===== config.mk =====
export PLATFORM = sky130hd
export DESIGN_NAME = imem_loader
export DESIGN_NICKNAME = d
export VERILOG_FILES = /design/src/rtl/imem_loader.sv
export SDC_FILE = /design/constraint.sdc
export NUM_CORES = 1
export LEC_CHECK = 0
export CORE_ASPECT_RATIO = 0.5
export CORE_MARGIN = 4
export CORE_UTILIZATION = 56
export DETAILED_ROUTE_END_ITERATION = 10
export PLACE_DENSITY = 0.84
export SETUP_SLACK_MARGIN = 0.05
export SLEW_MARGIN = 40
export SYNTH_ARGS = -nofsm -noshare
export SYNTH_HDL_FRONTEND = slang
export SYNTH_SLANG_ARGS = --single-unit

===== constraint.sdc =====
create_clock -name clk -period 5.3 [get_ports clk]
set_clock_uncertainty 0.15 [all_clocks]
set_input_delay 1.06 -clock clk [delete_from_list [all_inputs] [get_ports clk]]
set_output_delay 1.06 -clock clk [all_outputs]
set_load 0.01 [all_outputs]

===== src/rtl/imem_loader.sv =====
// imem_loader: boot loader turning a big-endian byte stream into instruction-memory writes.
// Optional trailing XOR checksum byte enabled by IMEM_LOADER_CHECKSUM_EN.
module imem_loader #(
    parameter int ADDR_WIDTH = 11,
    parameter int DATA_WIDTH = 16
) (
    input  logic                  clk,
    input  logic                  rst,
    input  logic                  in_valid,
    input  logic [7:0]            in_data,
    output logic                  in_ready,
    output logic                  imem_we,
    output logic [ADDR_WIDTH-1:0] imem_addr,
    output logic [DATA_WIDTH-1:0] imem_wdata,
    output logic                  cpu_rst,
    output logic                  done,
    output logic                  error,
    output logic [ADDR_WIDTH:0]   words_loaded
);
    localparam int DEPTH = 1 << ADDR_WIDTH;
    typedef enum logic [2:0] {
        HDR_HI,
        HDR_LO,
        DATA_HI,
        DATA_LO,
`ifdef IMEM_LOADER_CHECKSUM_EN
        CHK,
`endif
        DONE,
        ERR
    } state_t;
    state_t      state;
    logic [15:0] count;
    logic [7:0]  hi;
    logic [15:0] n;
    logic        last;
`ifdef IMEM_LOADER_CHECKSUM_EN
    logic [7:0]  chk;
`endif
    assign in_ready = state != DONE && state != ERR;
    assign n        = {count[15:8], in_data};
    assign last     = 32'(words_loaded) + 1 == 32'(count);
    always_ff @(posedge clk) begin
        if (rst) begin
            state        <= HDR_HI;
            count        <= '0;
            hi           <= '0;
            imem_we      <= 1'b0;
            imem_addr    <= '0;
            imem_wdata   <= '0;
            cpu_rst      <= 1'b1;
            done         <= 1'b0;
            error        <= 1'b0;
            words_loaded <= '0;
`ifdef IMEM_LOADER_CHECKSUM_EN
            chk          <= '0;
`endif
        end else begin
            imem_we <= 1'b0;
            if (in_valid && in_ready) begin
`ifdef IMEM_LOADER_CHECKSUM_EN
                chk <= chk ^ in_data;
`endif
                case (state)
                    HDR_HI: begin
                        count[15:8] <= in_data;
                        state       <= HDR_LO;
                    end
                    HDR_LO: begin
                        count[7:0] <= in_data;
                        if (n == 16'd0) begin
`ifdef IMEM_LOADER_CHECKSUM_EN
                            state <= CHK;
`else
                            state   <= DONE;
                            done    <= 1'b1;
                            cpu_rst <= 1'b0;
`endif
                        end else if ({16'd0, n} > DEPTH) begin
                            state <= ERR;
                            error <= 1'b1;
                        end else begin
                            state <= DATA_HI;
                        end
                    end
                    DATA_HI: begin
                        hi    <= in_data;
                        state <= DATA_LO;
                    end
                    DATA_LO: begin
                        imem_we      <= 1'b1;
                        imem_addr    <= words_loaded[ADDR_WIDTH-1:0];
                        imem_wdata   <= {hi, in_data};
                        words_loaded <= words_loaded + 1'b1;
                        if (!last) begin
                            state <= DATA_HI;
                        end else begin
`ifdef IMEM_LOADER_CHECKSUM_EN
                            state <= CHK;
`else
                            state   <= DONE;
                            done    <= 1'b1;
                            cpu_rst <= 1'b0;
`endif
                        end
                    end
`ifdef IMEM_LOADER_CHECKSUM_EN
                    CHK: begin
                        state   <= in_data == chk ? DONE : ERR;
                        done    <= in_data == chk;
                        error   <= in_data != chk;
                        cpu_rst <= in_data != chk;
                    end
`endif
                    default: ;
                endcase
            end
        end
    end
endmodule


* After elaboration in Yosys (flattened, before gate mapping)
Index checks and enable logic that the tools add are counted.
** Cells by class
- Bitwise gates (word level) :: 2
- Equality and inequality tests :: 8
- Add/subtract/negate cells :: 2
- $lt $le $gt $ge :: 1
- Reduce and logical (&&, ||, !) cells :: 14
- Multiplexer cells :: 11
** Operators by type and width (number)
- $eq A13 B16 Y1 :: 1
- $gt A16 B12 Y1 const B :: 1
- $logic_not A16 Y1 :: 1
- $add A12 B1 Y13 const B :: 1
- $add A12 B1 Y12 const B :: 1
- $pmux W3 S4 :: 1
- $reduce_and A2 Y1 :: 5
- $mux W3 :: 3
- $reduce_and A4 Y1 :: 2
- $eq A3 B2 Y1 const B :: 2
- $ne A3 B3 Y1 const B :: 2
- $mux W1 :: 5
- $ne A2 B2 Y1 const B :: 2
- $pmux W1 S2 :: 2
- $reduce_bool A4 Y1 :: 1
- $eq A3 B1 Y1 const B :: 1
- $logic_not A3 Y1 :: 1
- $logic_and A1 B1 Y1 :: 2
- $not A1 Y1 :: 2
- $reduce_bool A2 Y1 :: 1
- $reduce_or A2 Y1 :: 1
** Word-level totals
- Output and inout port bits :: 44
- Flip-flop bits (word level) :: 70
- Logic and storage cells :: 49

* Longest topological paths before layout
Gate-level depths: netlist of run 1.
- Depth in word-level cells :: 5
- Depth in mapped cells :: 8
- Mapped depth without buffers :: 7

* Least setup slack after synthesis of run 1
Ideal clock, no wire load.
- Kind :: input port to flip-flop
- From :: input in_valid
- To :: register words_loaded[9]
- Stages :: 7
- Arrival time :: 2.207 ns
- Path buffers :: 2
- Data required time :: 5.022 ns
- Setup time :: 0.128 ns
- Path slack :: 2.816 ns
- Cells stage by stage :: nor2b_1 and3_1 clkbuf_1 clkbuf_1 nand2_1 xor2_1 nor2_1
** On the way
- Longest elaborated chain between the ends :: 2
** RTL lines
- start: declaration :: RTL line 9 : input logic in_valid,
- $logic_and A1 B1 Y1 :: RTL line 60 : if (in_valid && in_ready) begin
- $reduce_and A2 Y1 (no line)
- end signal: assignment :: RTL line 94 : words_loaded <= words_loaded + 1'b1;
- end: declaration :: RTL line 18 : output logic [ADDR_WIDTH:0] words_loaded
No other way between the ends.
A chain may end at the register's enable or synchronous reset.

* Final worst setup path of run 1
- From :: input in_valid
- To :: register words_loaded[7]
Same word-level chain as after synthesis.

==> results of run 1 <==
[Yosys cell counts (all sizes together), types with 2 or more instances]
cell	count
nand2	116
dfxtp	70
a21oi	57
nor2	22
clkbuf	20
xor2	11
xnor2	10
buf	9
nor3	9
nand3	8
nand4	8
o21ai	6
and2	5
nand2b	5
nor4	4
or3	4
a211oi	3
and3	3
a21o	2
a31oi	2
inv	2
mux2i	2
nand4b	2
nor2b	2
o41ai	2
or3b	2
[through the flow]
step                worst slack (ns)  std cells  util (%)
finish                          2.00        513      76.2
global route                    1.75        513      76.2
detailed placement              1.74        497      70.3
floorplan                       2.82        400         -
CTS                             1.99        513      76.1
global placement                1.80        497      70.3
[state kept, by name (all words and copies together) (netlist names)]
register,count
count,16
imem_wdata,16
imem_we,1
state,3
error,1
imem_addr,11
cpu_rst,1
hi,8
done,1
words_loaded,12
[report_power, final]
group / switching (mW) / leakage [nW] / internal (mW) / total, mW
clock network: 0.228 / 0.142 / 0.364 / 0.593
registers: 0.0162 / 0.566 / 0.538 / 0.555
logic: 0.0539 / 0.619 / 0.0348 / 0.0887
[cell type report]
class	instances	area, sq um
inverter	2	7.51
sequential	70	1400
clock buffer	9	225
clock inverter	7	72.6
timing repair buffer	56	551
fill	386	1230
tap	70	87.6
multi-input combinational	299	1600
[worst reg2reg max path, cell delays in order, from the launching register on]
cell and delay (ns):
dfxtp_1 0.60, nand4_2 0.21, nor3_2 0.35, mux2i_1 0.34, a21oi_4 0.11, o41ai_1 0.46
a22o_1 0.20
[routing by layer]
layer / vias up / part of all wire, % / GRT usage (%) / wire, um
met5: - / 0 / 0 / 0
met3: 23 / 8.6 / 6.77 / 695
li1: 1423 / - / - / -
met4: 0 / 1.6 / 8.80 / 133
met1: 1376 / 42 / 31.0 / 3420
met2: 141 / 47 / 42.3 / 3820
[worst paths after layout]
kind | cells after the start | endpoint | slack, ns | startpoint
setup / recovery | 8 | words_loaded[7] | 2.00 | in_valid
hold / removal | 2 | imem_wdata[0] | 0.30 | imem_wdata[0]
setup reg to reg | 6 | state[2] | 2.81 | words_loaded[2]
hold reg to reg | 2 | imem_wdata[0] | 0.30 | imem_wdata[0]
[logic make-up (layout without fill, tap and decap cells)]
logic type	after synthesis	count (layout)
and+or+nand+nor	194	194
buffers and inverters	31	74
adders and majority gates	1	1
xor gates and xnor gates	21	21
muxes	2	2
AOI/OAI and AO/OA	81	81
DFF	70	70
==> qor.txt, run 1 <==
CTS H-tree lvls -> 3
post-synthesis mux area share -> 0.634%
crit path DAT -> 3.34 ns
minimum clock period after layout -> 3.30 ns
Fin. Hold Viols -> 0
Worst path slowest cell -> and3_1
CTS buffer count -> 9
Port Buffer Count -> 54
vias in the first global route -> 2906
largest cells by area after synthesis -> dfxtp_1 (44%), nand2_1 (14%), a21oi_1 (8.9%)
layout cells sized above 1 -> 7.45%
grt ovf -> 0
First DRT Iteration DRCs -> 208
Slew Limit Fails -> 0
Post-synth EDFFs -> 0
Total GRT Usage -> 24.7%
area delta synth->final -> 24.9%
vias per std cell -> 5.78
dpl hpwl -> 5370 um
static leakage -> 1.33 nW
slew margin rel. -> 54.5%
Nets -> 450
adder-cell area share of the yosys netlist -> 0.396%
root buf cell -> clkbuf_16
CTS sink count -> 70
num rows -> 18
power density over cell area -> 313 nW/um^2
CTS tree -> yes
Starting Density -> 61.0%
fmax -> 303 MHz
design area -> 3950 sq um
Most used DFF post-synth -> dfxtp_1
# hold bufs at CTS -> 0
worst path cell trace -> clkdlybuf4s50_1 > nor2b_1 > and3_1 > buf_4 > nand2_1 > nor3_1 > xnor2_1 > nor2_1
Crit path max-delay family -> simple AND/OR/NAND/NOR gates
simple-gate share of the synthesized area -> 28.2%
clk_lat worst skew -> 0.33 ns
Yosys warning total -> 0
Slew @ Worst Pin -> 0.676 ns
Tot Pwr -> 1.24 mW
Final Setup Violations -> 0
ys async rst share -> 0%
Top Ports -> 55
Setup crit end kind -> flop
Max VDD drop -> 0.178 mV
total placed instance area -> 3640 sq um
Hold Crit Class -> flop to flop
CP Class -> input port to flop
Max FO, Critical Path -> 20
unrepaired setup endpoints after global routing -> no
hold_ws -> 0.304 ns
most frequent cells in the layout -> nand2_1 (114), dfxtp_1 (70), a21oi_1 (56)
max-cap viol count -> 0
status -> completed
CTS Buffer Depth -> 2
WP data required -> 5.34 ns
wire per inst -> 15.7 um
antenna diode count -> 0
Die X -> 114 um
antenna viol nets, final -> 0
Core Area -> 5180 sq um
first-pass GRT wire length -> 13600 um
Worst path max stage delay -> 0.59 ns
clk slew on worst S/H paths -> 0.06 ns
xor/xnor cell area share of the yosys netlist -> 5.82%
top cell type's share of synthesized area -> 44.4%
crit share post-route -> 62.3%
Routed Wire Length -> 8070 um
synthesized cell area -> 3160 sq um
dominant cell type by area after synthesis -> dfxtp_1
setup bufs post-CTS -> 0
# DRC -> 0
Synth Net Count -> 412
post-CTS resize count -> 0
CP startpoint kind -> input port
largest net degree at the start of global routing -> 70
most common cell after layout, fill and taps aside -> nand2_1
Distinct cells, synth -> 53
buffer and inverter count on the worst path -> 2
main combinational cell family by area after synthesis -> simple AND/OR/NAND/NOR gates
Seq/Total Area, Yosys -> 44.4%
DR pass1 iterations -> 5
Placer Congestion -> 0.883
die span in y -> 61.1 um
antenna violations before repair -> 0
vias -> 2963
TNS Setup -> 0 ns
Syn Area/Cell -> 7.90 sq um
Yosys reg bits -> 70
post-synthesis compound-gate area fraction -> 15.4%
die area -> 6980 sq um
cells after synthesis -> 400
(Power assumes the default switching activity.)
==> run 2: changes to the inputs <==
Settings changed: CORE_UTILIZATION 56 to 52, PLACE_DENSITY 0.84 to 0.79.
Clock period 5.3 ns to 3.3 ns, I/O delays scaled along.
==> qor.txt, run 2 (synthesized netlist as in run 1, its figures left out) <==
Worst path max stage delay -> 0.61 ns
CTS buffer count -> 9
max-cap viol count -> 0
power density over cell area -> 490 nW/um^2
most frequent cells in the layout -> nand2_1 (115), dfxtp_1 (70), a21oi_1 (56)
Total GRT Usage -> 22.5%
fmax -> 406 MHz
slew margin rel. -> 45.5%
largest net degree at the start of global routing -> 37
unrepaired setup endpoints after global routing -> no
top flop regs -> count (16), imem_wdata (16), words_loaded (12)
CTS Buffer Depth -> 2
Tot Pwr -> 1.94 mW
met3 routed WL -> 550 um
antenna viol nets, final -> 0
crit share post-route -> 74.6%
clk_lat worst skew -> 0.34 ns
most common cell after layout, fill and taps aside -> nand2_1
DR pass1 iterations -> 5
Max VDD drop -> 0.353 mV
M1 WL -> 3680 um
antenna violations before repair -> 0
Setup crit end kind -> flop
antenna diode count -> 0
Layout Cells excl Fill -> 521
Slew Limit Fails -> 0
Reg power frac -> 45.8%
Starting Density -> 55.6%
Core Area -> 5680 sq um
dpl hpwl -> 5650 um
root buf cell -> clkbuf_16
CTS H-tree lvls -> 3
Worst path slowest cell -> dfxtp_1
Placer Congestion -> 0.892
CP Class -> flop to flop
Placed Instances -> 505
post-CTS resize count -> 0
TNS Setup -> 0 ns
first-pass GRT wire length -> 13500 um
Max FO, Critical Path -> 12
CTS tree -> yes
wire per inst -> 15.5 um
area delta synth->final -> 25.6%
CTS sink count -> 70
# hold bufs at CTS -> 0
worst path cell trace -> nand4_2 > nor3_2 > mux2i_1 > a21oi_4 > o41ai_1 > a21oi_1
WP data required -> 3.36 ns
Clock Power Share -> 46.8%
utilization after layout -> 69.9%
layout cells sized above 1 -> 8.04%
Port Buffer Count -> 54
Routed Wire Length -> 8080 um
status -> completed
Nets -> 455
setup bufs post-CTS -> 0
Internal -> 1.47 mW
CP startpoint kind -> flop
clk slew on worst S/H paths -> 0.06 ns
vias per std cell -> 5.71
die span in y -> 63.1 um
Fin. Hold Viols -> 0
Hold Crit Class -> flop to flop
Die X -> 118 um
crit path DAT -> 2.52 ns
Sw Ratio -> 24.4%
minimum clock period after layout -> 2.46 ns
Final Setup Violations -> 0
Combinational Power Share -> 7.4%
die area -> 7460 sq um
Sw Pwr -> 474 uW
DR top layer -> met4
Slew @ Worst Pin -> 0.810 ns
First DRT Iteration DRCs -> 227
vias in the first global route -> 2845
setup ws final -> 0.838 ns
grt ovf -> 0
num rows -> 19
vias -> 2973
metal2 WL -> 3690 um
static leakage -> 1.34 nW
# DRC -> 0
Placement Setup Slack -> 0.628 ns
Top Ports -> 55
==> run 2: cell types whose count changed in the layout (fill, tap and decap cells not counted), sizes merged <==
cell | before | now
buf | 3 | 8
bufinv | 1 | 0
clkbuf | 9 | 11
inv | 3 | 2
==> run 2: worst max-delay path, delay by kind of cell, from the launching register on <==
family             cells  cell delay [ns]
and+or+nand+nor        2             0.57
AOI/OAI and AO/OA      3             0.67
muxes                  1             0.33
DFF                    1             0.61
==> run 2: final cells by class <==
type                       count  area (sq um)
fill                         480          1710
clock buffer                  11           253
tap                           73          91.3
timing repair buffer          61           588
sequential                    70          1400
clock inverter                 5          33.8
inverter                       2          7.51
multi-input combinational    299          1590
==> run 2: path summary, 6_finish.rpt <==
check	from	to	slack, ns	cells after the start
hold / removal	hi[3]	imem_wdata[11]	0.30	2
setup / recovery	words_loaded[2]	cpu_rst	0.84	6
hold reg to reg	hi[3]	imem_wdata[11]	0.30	2
setup reg to reg	words_loaded[2]	cpu_rst	0.84	6
==> run 2: power groups by stage <==
| stage | sequential [mW] | clock (mW) | combinational [mW] |
|---|---|---|---|
| floorplan | 0.897 | 0 | 0.0988 |
| global placement | 0.905 | 0 | 0.134 |
| detailed placement | 0.907 | 0 | 0.139 |
| CTS | 0.889 | 0.925 | 0.141 |
| global route | 0.892 | 0.974 | 0.157 |
| finish | 0.890 | 0.910 | 0.143 |
==> run 2: metal layers <==
metal / track usage [%] / vias to the layer above
li1: - / 1438
met1: 28.7 / 1412
met2: 35.9 / 104
met3: 6.61 / 19
met4: 9.64 / 0
met5: 0 / -
==> run 2: per-stage QoR <==
step	hold slack [ns]	area (sq um)
2_1_floorplan	0.282	3160
3_3_place_gp	0.294	3680
3_5_place_dp	0.297	3680
4_1_cts	0.306	3970
5_1_grt	0.323	3970
6_report	0.298	3970
